File: src/rtl/spi_pkg.sv
// Shared types and constants for the SPI receive slice.
package spi_pkg;

  typedef enum logic [1:0] {
    IDLE = 2'd0,
    DIR  = 2'd1,
    DATA = 2'd2
  } spi_rx_state_e;

  localparam logic SPI_DIR_WR = 1'b1;
  localparam logic SPI_DIR_RD = 1'b0;

  function automatic logic [7:0] sat_inc8(input logic [7:0] v);
    return (v == 8'hFF) ? v : v + 8'd1;
  endfunction

endpackage

File: src/rtl/spi_rx_fifo.sv
// Small synchronous word FIFO; a push into a full FIFO is taken only when a pop
// happens in the same cycle.
module spi_rx_fifo
  import spi_pkg::*;
#(
  parameter int DATA_BIT = 8,
  parameter int DEPTH    = 2
) (
  input  logic                clk,
  input  logic                rst,
  input  logic                i_push,
  input  logic [DATA_BIT-1:0] i_wdata,
  input  logic                i_pop,
  output logic [DATA_BIT-1:0] o_rdata,
  output logic                o_full,
  output logic                o_empty
);

  localparam int AW = $clog2(DEPTH);

  logic [AW:0]         r_wr_ptr;
  logic [AW:0]         r_rd_ptr;
  logic [DATA_BIT-1:0] r_mem [DEPTH];
  logic                w_full;
  logic                w_empty;
  logic                w_do_pop;
  logic                w_do_push;

  // Extra pointer MSB distinguishes full from empty when the indices match.
  assign w_full    = (r_wr_ptr[AW] != r_rd_ptr[AW]) &&
                     (r_wr_ptr[AW-1:0] == r_rd_ptr[AW-1:0]);
  assign w_empty   = (r_wr_ptr == r_rd_ptr);
  assign w_do_pop  = i_pop & ~w_empty;
  assign w_do_push = i_push & (~w_full | w_do_pop);

  always_ff @(posedge clk or posedge rst) begin
    if (rst) begin
      r_wr_ptr <= '0;
      r_rd_ptr <= '0;
      for (int i = 0; i < DEPTH; i++) r_mem[i] <= '0;
    end else begin
      if (w_do_push) begin
        r_mem[r_wr_ptr[AW-1:0]] <= i_wdata;
        r_wr_ptr                <= r_wr_ptr + (AW+1)'(1);
      end
      if (w_do_pop) r_rd_ptr <= r_rd_ptr + (AW+1)'(1);
    end
  end

  assign o_rdata = r_mem[r_rd_ptr[AW-1:0]];
  assign o_full  = w_full;
  assign o_empty = w_empty;

endmodule

File: src/rtl/spi_slave_rx.sv
// SPI receive slave: oversamples sclk/mosi/cs_n on clk, recovers a direction bit
// followed by LSB-first data words, and queues the words toward a valid/ready port.
module spi_slave_rx
  import spi_pkg::*;
#(
  parameter int DATA_BYTE  = 1,
  parameter int FIFO_DEPTH = 2
) (
  input  logic                   clk,
  input  logic                   rst,
  input  logic                   i_cs_n,
  input  logic                   i_sclk,
  input  logic                   i_mosi,
  output logic                   o_dir,
  output logic                   o_dir_vld,
  output logic [8*DATA_BYTE-1:0] o_data,
  output logic                   o_data_vld,
  input  logic                   i_data_rdy,
  output logic                   o_busy,
  output logic                   o_frm_end,
  output logic [7:0]             o_word_cnt,
  output logic                   o_ovf,
  input  logic                   i_ovf_clr
);

  localparam int DATA_BIT = 8 * DATA_BYTE;
  localparam int CW       = $clog2(DATA_BIT);
  localparam logic [CW-1:0] LAST_BIT = CW'(DATA_BIT - 1);

  spi_rx_state_e r_state, w_next;

  logic                r_cs_q;
  logic                r_sclk_q;
  logic                r_sclk_d;
  logic                r_mosi_q;
  logic [CW-1:0]       r_bit_cnt;
  logic [DATA_BIT-2:0] r_shift;
  logic [7:0]          r_word_cnt;
  logic                r_dir;
  logic                r_dir_vld;
  logic                r_frm_end;
  logic                r_ovf;

  logic                w_rise;
  logic                w_start;
  logic                w_dir_cap;
  logic                w_bit_en;
  logic                w_close;
  logic                w_push;
  logic                w_pop;
  logic                w_full;
  logic                w_empty;
  logic [DATA_BIT-1:0] w_word;

  always_ff @(posedge clk or posedge rst) begin
    if (rst) begin
      r_cs_q   <= 1'b1;
      r_sclk_q <= 1'b0;
      r_sclk_d <= 1'b0;
      r_mosi_q <= 1'b0;
    end else begin
      r_cs_q   <= i_cs_n;
      r_sclk_q <= i_sclk;
      r_sclk_d <= r_sclk_q;
      r_mosi_q <= i_mosi;
    end
  end

  // Deselect masks the edge, so a closing frame never takes a late bit.
  assign w_rise = r_sclk_q & ~r_sclk_d & ~r_cs_q;

  always_ff @(posedge clk or posedge rst) begin
    if (rst) r_state <= IDLE;
    else     r_state <= w_next;
  end

  always_comb begin
    w_next    = r_state;
    w_start   = 1'b0;
    w_dir_cap = 1'b0;
    w_bit_en  = 1'b0;
    w_close   = 1'b0;
    case (r_state)
      IDLE: begin
        if (!r_cs_q) begin
          w_next  = DIR;
          w_start = 1'b1;
        end
      end
      DIR: begin
        if (r_cs_q) begin
          w_next  = IDLE;
          w_close = 1'b1;
        end else if (w_rise) begin
          w_next    = DATA;
          w_dir_cap = 1'b1;
        end
      end
      DATA: begin
        if (r_cs_q) begin
          w_next  = IDLE;
          w_close = 1'b1;
        end else if (w_rise) begin
          w_bit_en = 1'b1;
        end
      end
      default: w_next = IDLE;
    endcase
  end

  // The final bit goes straight from mosi_q so the word is pushed in the last-bit cycle.
  assign w_push = w_bit_en && (r_bit_cnt == LAST_BIT);
  assign w_word = {r_mosi_q, r_shift};
  assign w_pop  = ~w_empty & i_data_rdy;

  always_ff @(posedge clk or posedge rst) begin
    if (rst) begin
      r_bit_cnt  <= '0;
      r_shift    <= '0;
      r_word_cnt <= '0;
      r_dir      <= SPI_DIR_RD;
      r_dir_vld  <= 1'b0;
      r_frm_end  <= 1'b0;
    end else begin
      r_dir_vld <= w_dir_cap;
      r_frm_end <= w_close;
      if (w_dir_cap) r_dir <= r_mosi_q;
      if (w_start) begin
        r_bit_cnt  <= '0;
        r_shift    <= '0;
        r_word_cnt <= '0;
      end else if (w_bit_en) begin
        r_shift <= {r_mosi_q, r_shift[DATA_BIT-2:1]};
        if (w_push) begin
          r_bit_cnt  <= '0;
          r_word_cnt <= sat_inc8(r_word_cnt);
        end else begin
          r_bit_cnt <= r_bit_cnt + CW'(1);
        end
      end
    end
  end

  // A new overflow outranks a clear arriving in the same cycle.
  always_ff @(posedge clk or posedge rst) begin
    if (rst)                         r_ovf <= 1'b0;
    else if (w_push & w_full & ~w_pop) r_ovf <= 1'b1;
    else if (i_ovf_clr)              r_ovf <= 1'b0;
  end

  spi_rx_fifo #(
    .DATA_BIT (DATA_BIT),
    .DEPTH    (FIFO_DEPTH)
  ) u_fifo (
    .clk     (clk),
    .rst     (rst),
    .i_push  (w_push),
    .i_wdata (w_word),
    .i_pop   (w_pop),
    .o_rdata (o_data),
    .o_full  (w_full),
    .o_empty (w_empty)
  );

  assign o_dir      = r_dir;
  assign o_dir_vld  = r_dir_vld;
  assign o_data_vld = ~w_empty;
  assign o_busy     = (r_state != IDLE);
  assign o_frm_end  = r_frm_end;
  assign o_word_cnt = r_word_cnt;
  assign o_ovf      = r_ovf;

endmodule

File: config.mk
export PLATFORM = sky130hd
export DESIGN_NAME = spi_slave_rx
export DESIGN_NICKNAME = d
export VERILOG_FILES = /design/src/rtl/spi_pkg.sv /design/src/rtl/spi_rx_fifo.sv /design/src/rtl/spi_slave_rx.sv
export SDC_FILE = /design/constraint.sdc
export NUM_CORES = 1
export LEC_CHECK = 0
export CORE_MARGIN = 5
export CORE_UTILIZATION = 40
export DETAILED_ROUTE_END_ITERATION = 10
export GPL_TIMING_DRIVEN = 0
export PLACE_DENSITY_LB_ADDON = 0.15
export SYNTH_ARGS = -nofsm -noshare
export SYNTH_HDL_FRONTEND = slang
export SYNTH_SLANG_ARGS = --single-unit
File: constraint.sdc
create_clock -name clk -period 3 [get_ports clk]
set_input_delay 0.6 -clock clk [delete_from_list [all_inputs] [get_ports clk]]
set_output_delay 0.6 -clock clk [all_outputs]
set_load 0.01 [all_outputs]
Yosys cells after proc, flatten, opt, wreduce, memory -nomap -nowiden. Index checks and enable logic that the tools add are counted.

Register bits after elaboration: 48. Input bits: 7. Output and inout bits: 22. Logic and storage cells: 90.

$add $sub $neg: 4. $lt $le $gt $ge: 3. Equality and inequality tests: 11. Muxes and demuxes: 30. Bitwise operators: 15. Reduce and logical (&&, ||, !) cells: 11.

Operator list (number): $mux W8 (8); $bwmux W16 (1); $mux W7 (2); $mux W1 (10); $mux W3 (3); $add A8 B1 Y8 const B (1); $demux W8 S1 (1); $eq A8 B8 Y1 const B (1); $mux W2 (4); $reduce_bool A2 Y1 (4); $and A1 B1 Y1 (7); $ne A2 B2 Y1 const B (3); $pmux W2 S3 (1); $reduce_and A3 Y1 (2); $not A1 Y1 (5); $add A2 B1 Y2 const B (2); $ge A2 B2 Y1 const B (2); $not A1 Y2 (2); $add A3 B1 Y3 const B (1); $eq A3 B3 Y1 const B (1); $logic_and A1 B1 Y1 (3); $ne A3 B3 Y1 const B (1); $eq A2 B1 Y1 const B (1); $eq A2 B2 Y1 (1); 7 further kinds (7).

Depth between registers and ports, before layout.
Depth after elaboration: 10. Depth in mapped cells: 7. Mapped depth without buffers: 6.

Hierarchy. Synthesis repeated with hierarchy kept, for this count alone.

Cells, all modules: 177. Area total of the unflattened synthesis: 2249.7 sq um.

Modules (own cells, without submodules): spi_slave_rx (instances 1, cells an instance 108, area each 1273.7 sq um, seq. area each 701.9 sq um); spi_rx_fifo (instances 1, cells an instance 69, area each 975.9 sq um, seq. area each 500.5 sq um).

Worst setup path before layout. No wires, ideal clock.

Path kind: register to register. From: reg r_cs_q. To: reg u_fifo.r_mem[10] (netlist name). Library setup time: 125 ps. Data arrival time: 1614 ps. Data required time: 2875 ps. Path slack: 1261 ps. Stages on the path, launching flop included: 6. Buffers on the path: 1. Period minus slack after synthesis: 1739 ps. Cell sequence: dfstp_2 > buf_6 > nor3b_1 > nand3_1 > nor3b_4 > mux2_2.

Cells in the longest elaborated chain, start to end: 7.

RTL lines: from (decl) (RTL line spi_slave_rx.sv:32) `logic r_cs_q;`; from (signal assigned) (RTL line spi_slave_rx.sv:62) `r_cs_q <= i_cs_n;`; $not A1 Y1 (RTL line spi_slave_rx.sv:70) `assign w_rise = r_sclk_q & ~r_sclk_d & ~r_cs_q;`; $and A1 B1 Y1 (RTL line spi_slave_rx.sv:70); $mux W1 (RTL line spi_slave_rx.sv:103) `end else if (w_rise) begin`; $mux W1 *; $mux W1 * (RTL line spi_slave_rx.sv:83) `case (r_state)`; $logic_and A1 B1 Y1 * (RTL line spi_slave_rx.sv:112) `assign w_push = w_bit_en && (r_bit_cnt == LAST_BIT);`; $and A1 B1 Y1 * (RTL line spi_rx_fifo.sv:34) `assign w_do_push = i_push & (~w_full | w_do_pop);`; to (signal, indexed assignment) (RTL line spi_rx_fifo.sv:43) `r_mem[r_wr_ptr[AW-1:0]] <= i_wdata;`; to (decl) (RTL line spi_rx_fifo.sv:23) `logic [DATA_BIT-1:0] r_mem [DEPTH];`.

Mark *: on every way between the ends. The rest lies on a longest branch, timed or not. A chain may end at the register's enable or synchronous reset.

Worst setup path after layout.
From: reg u_fifo.r_rd_ptr[0]. To: out o_data[2].

Cells in the longest elaborated chain, start to end: 4.

RTL lines: from (decl) (RTL line spi_rx_fifo.sv:22) `logic [AW:0] r_rd_ptr;`; from (signal assigned) (RTL line spi_rx_fifo.sv:46) `if (w_do_pop) r_rd_ptr <= r_rd_ptr + (AW+1)'(1);`; $not A1 Y2 (not written as such) (RTL line spi_rx_fifo.sv:50) `assign o_rdata = r_mem[r_rd_ptr[AW-1:0]];`; $mux W8 (not written as such) (3 in series) (RTL line spi_rx_fifo.sv:50); to (decl) (RTL line spi_slave_rx.sv:16) `output logic [8*DATA_BYTE-1:0] o_data,`.

Every way passes these cells. The select of a mux whose other input is x is not followed.

==> key figures <==
Synth
  • Mapped cell area: between 2000 and 2500 µm²
  • Top cell type's share of synthesized area: a little over half
  • Yosys reg bits: 48
  • Post-synth top area cell: dfrtp_1
  • Synth top area cells: dfrtp_1, mux2_2, ha_1
  • Synth unique cells: 42
  • Ys Warns: 0
  • Mean Syn Cell Area: around 13 µm²
  • Synth Instances: 170
  • Syn nets: approximately 180
  • Seq/Total Area, Yosys: 55.04%

Floorplan
  • Initial Util: roughly 40%
  • Core footprint: approximately 5400 µm²
  • IO Pins: 29
  • Row Count: 27
  • Die area: 7039 µm²
  • Die width: around 84 µm
  • Die Ht: 83.90 µm

Critical path
  • Buf/Inv on CP: 2
  • RR Endpoint: u_fifo.r_mem[15]
  • Worst path top cell family by delay: buffers and inverters
  • Slowest cell on crit path: clkbuf_1
  • CP required: 2400 ps
  • CP max FO: 10
  • Worst setup EP type: primary output
  • CP arrival: 2080 ps
  • Worst r2r src: r_state[0]
  • Crit-path cells: clkbuf_1, mux2_2, clkdlybuf4s50_1
  • Largest stage delay, worst path: between 500 and 600 ps
  • Reg-to-reg setup timing slack: between 800 and 900 ps
  • Register-to-Register Path Depth: 5
  • Critical path type: reg2out
  • Worst setup SP type: flop

Pwr
  • Leak: about 1.2 nW
  • PD cells: approximately 480 nW/µm²
  • Sw Ratio: between 20% and 30%
  • Net Switching: around 0.34 mW
  • Peak supply drop: 235.5 µV
  • Comb pwr share: 16.8%
  • Reg power frac: 54.5%
  • Clock share of power: ~29%
  • Power Internal: between 0.9 and 1 mW

CTS
  • H-tree depth: 2
  • CTS tree: yes
  • Reg clk slew, reported paths: ~80 ps
  • Post-CTS Resized: 0
  • Clock latency on the worst-skew pair: ~300 ps
  • Post-CTS setup buffers: 0
  • Root Buffer: clkbuf_8
  • CTS hold repair buffers: 0
  • Max clock buf depth: 2
  • CTS buffer count: 5
  • Sink Count: 48

Route
  • Final WL: about 4.3 mm
  • Detail Route Antenna Nets: 0
  • Initial DRC Count: slightly above 100
  • DR vias/cell: 5.263
  • Post-DR wirelength/cell: 15.32 µm
  • DR pass1 iterations: 4
  • Vias post-DR: 1,463
  • Number of remaining DRC errors: 0

Finish
  • Non-filler cells, final: 278
  • N_diodes: 0
  • Nets: 220
  • Final core utilization: about half
  • Area grow syn2layout: 21.59%
  • Layout cells sized above 1: a little under a fifth

STA
  • Fin worst setup slack: between 300 and 400 ps
  • Layout Skew: ~5.2 ps
  • Unrepaired setup endpoints after global routing: false
  • Fin crit share: between 80% and 90%
  • Final setup fails: 0
  • Fin Hold WS: approximately 450 ps
  • Fmax: between 300 and 400 MHz
  • Slew Viols, Final: 0
  • Post-Route Setup TNS: 0 ps
  • Hold Fails Final Rpt: 0
  • Min Clock Period, post-route: around 2700 ps
  • Max-slew headroom: roughly 56%
  • Worst-Margin Slew: 666.8 ps

Global routing
  • Total global routing overflow: 0
  • Initial antenna violation count: 0
  • GR Util met1: ~15%
  • Met3 usage: 3.850%
  • Grt met2 use: between 20% and 30%
  • Most used routing layer: met2
  • Total track usage: a little over an eighth
  • Vias in the first global route: approximately 1.6k
  • Global-route wire length before repair: approximately 7.4 mm
  • Pin count of the biggest net entering global routing: 40

Place
  • Routability-driven placement congestion ratio: 0.8011
  • Cells after DPL: between 200 and 300
  • Dpl ws: 615.4 ps
  • Post-detail-place hpwl: 3.007 mm
  • IO buf count: 28

Worst hold path
  • Worst Hold Path EP: r_sclk_d
  • Hold Path Depth: 0
  • Worst Hold Class: reg2reg
  • Hold Startpoint: r_sclk_q

Run status
  • Status: finished clean

Run
  • Max-Cap Viols: 0
==> per-stage QoR <==
stage | power [mW] | area, µm²
after floorplan | 0.8285 | 2185
after global placement | 0.9073 | 2555
after detailed placement | 0.9199 | 2575
after CTS | 1.291 | 2656
after global routing | 1.338 | 2656
final | 1.269 | 2656
==> metal layers <==
metal	part of all wire (%)	vias up
li1	-	687
met1	45	742
met2	50	28
met3	3.7	6
met4	1.4	0
met5	0	-
==> cells in the mapped netlist <==
cell and n:
nand4_1 2, nor2_1 5, dfstp_2 1, a22o_1 9, nor3_1 1, or3b_1 1
ha_1 7, and3_1 2, o22ai_1 3, nand2_1 6, nor3b_1 1, a211oi_1 3
nor2_4 1, a211o_1 2, dfrtp_1 47, clkbuf_1 3, mux2_1 6, nand3_1 5
nor2b_1 2, a22oi_1 1, and4_1 1, a21oi_1 4, nor4_1 2, buf_6 1
xor2_1 2, xnor2_1 5, nand3_4 1, nor3_2 1, nand3b_1 1, nor3b_4 1
a311oi_1 1, and2_1 3, a21o_1 1, a31oi_1 2, or3_1 1, nand2b_1 2
o21ai_0 3, inv_1 6, mux2_2 21, buf_2 1, mux2i_1 1, or3_4 1
==> sequential cells by signal (all words and copies together), names as in the netlist <==
| name | cells |
|---|---|
| r_cs_q | 1 |
| o_dir | 1 |
| u_fifo.r_mem | 16 |
| o_ovf | 1 |
| r_bit_cnt | 3 |
| r_state | 2 |
| o_dir_vld | 1 |
| r_sclk_d | 1 |
| r_sclk_q | 1 |
| u_fifo.r_rd_ptr | 2 |
| u_fifo.r_wr_ptr | 2 |
| o_frm_end | 1 |
| o_word_cnt | 8 |
| r_mosi_q | 1 |
| r_shift | 7 |
==> cell families after synthesis <==
kind of cell	share of synthesized area (%)
buf+inv	2.291
mux	14.38
simple gates	11.91
compound gates	9.565
flops	55.04
xor+xnor	2.806
fa+ha+maj	4.009
==> area by class of cell <==
| cell class | instances | area (µm²) |
|---|---|---|
| clock inverters | 2 | 12.51 |
| plain buffers | 5 | 27.53 |
| well taps | 72 | 90.09 |
| flip-flops and latches | 48 | 1202 |
| multi-input cells | 111 | 932.1 |
| repair buffers | 29 | 300.3 |
| inverters | 6 | 22.52 |
| clock buffers | 5 | 68.82 |
| fillers | 488 | 2749 |
==> worst reg2reg max path, delay by kind of cell (launching register included) <==
family | cells | cell delay, ps
fa+ha+maj | 1 | 340
buf+inv | 1 | 140
flops | 1 | 400
mux | 1 | 400
simple gates | 2 | 730
==> how the worst max path moves through the flow <==
stage,slack [ps],start,cells past startpoint,end
floorplan,1260,rst,1,o_dir
global placement,370,rst,2,u_fifo.r_mem[5]
detailed placement,620,u_fifo.r_rd_ptr[0],3,o_data[2]
CTS,280,u_fifo.r_rd_ptr[0],3,o_data[2]
global route,180,u_fifo.r_rd_ptr[0],3,o_data[2]
finish,320,u_fifo.r_rd_ptr[0],3,o_data[2]
==> power groups by stage <==
stage | Combinational [mW] | Clock, mW | Sequential, mW
finish | 0.213 | 0.363 | 0.692
global route | 0.241 | 0.401 | 0.696
CTS | 0.218 | 0.381 | 0.692
detailed placement | 0.215 | 0 | 0.705
global placement | 0.205 | 0 | 0.702
floorplan | 0.121 | 0 | 0.708
==> placed cells by master (no fill, tap or decap), drive strengths merged, types with 2 or more instances in the layout <==
cell / instances
xnor2: 5
nand3: 6
and3: 2
and2: 3
or3: 2
nand2: 6
a22o: 9
a211oi: 3
nor4: 2
clkdlybuf4s50: 28
a31oi: 2
nor2b: 2
nor3b: 2
inv: 6
o22ai: 3
buf: 3
mux2: 27
nor3: 2
a21oi: 4
a211o: 2
clkbuf: 8
xor2: 2
ha: 7
dfrtp: 47
o21ai: 3
nand2b: 2
nor2: 6
nand4: 2
Power figures use the tool's default switching activity.
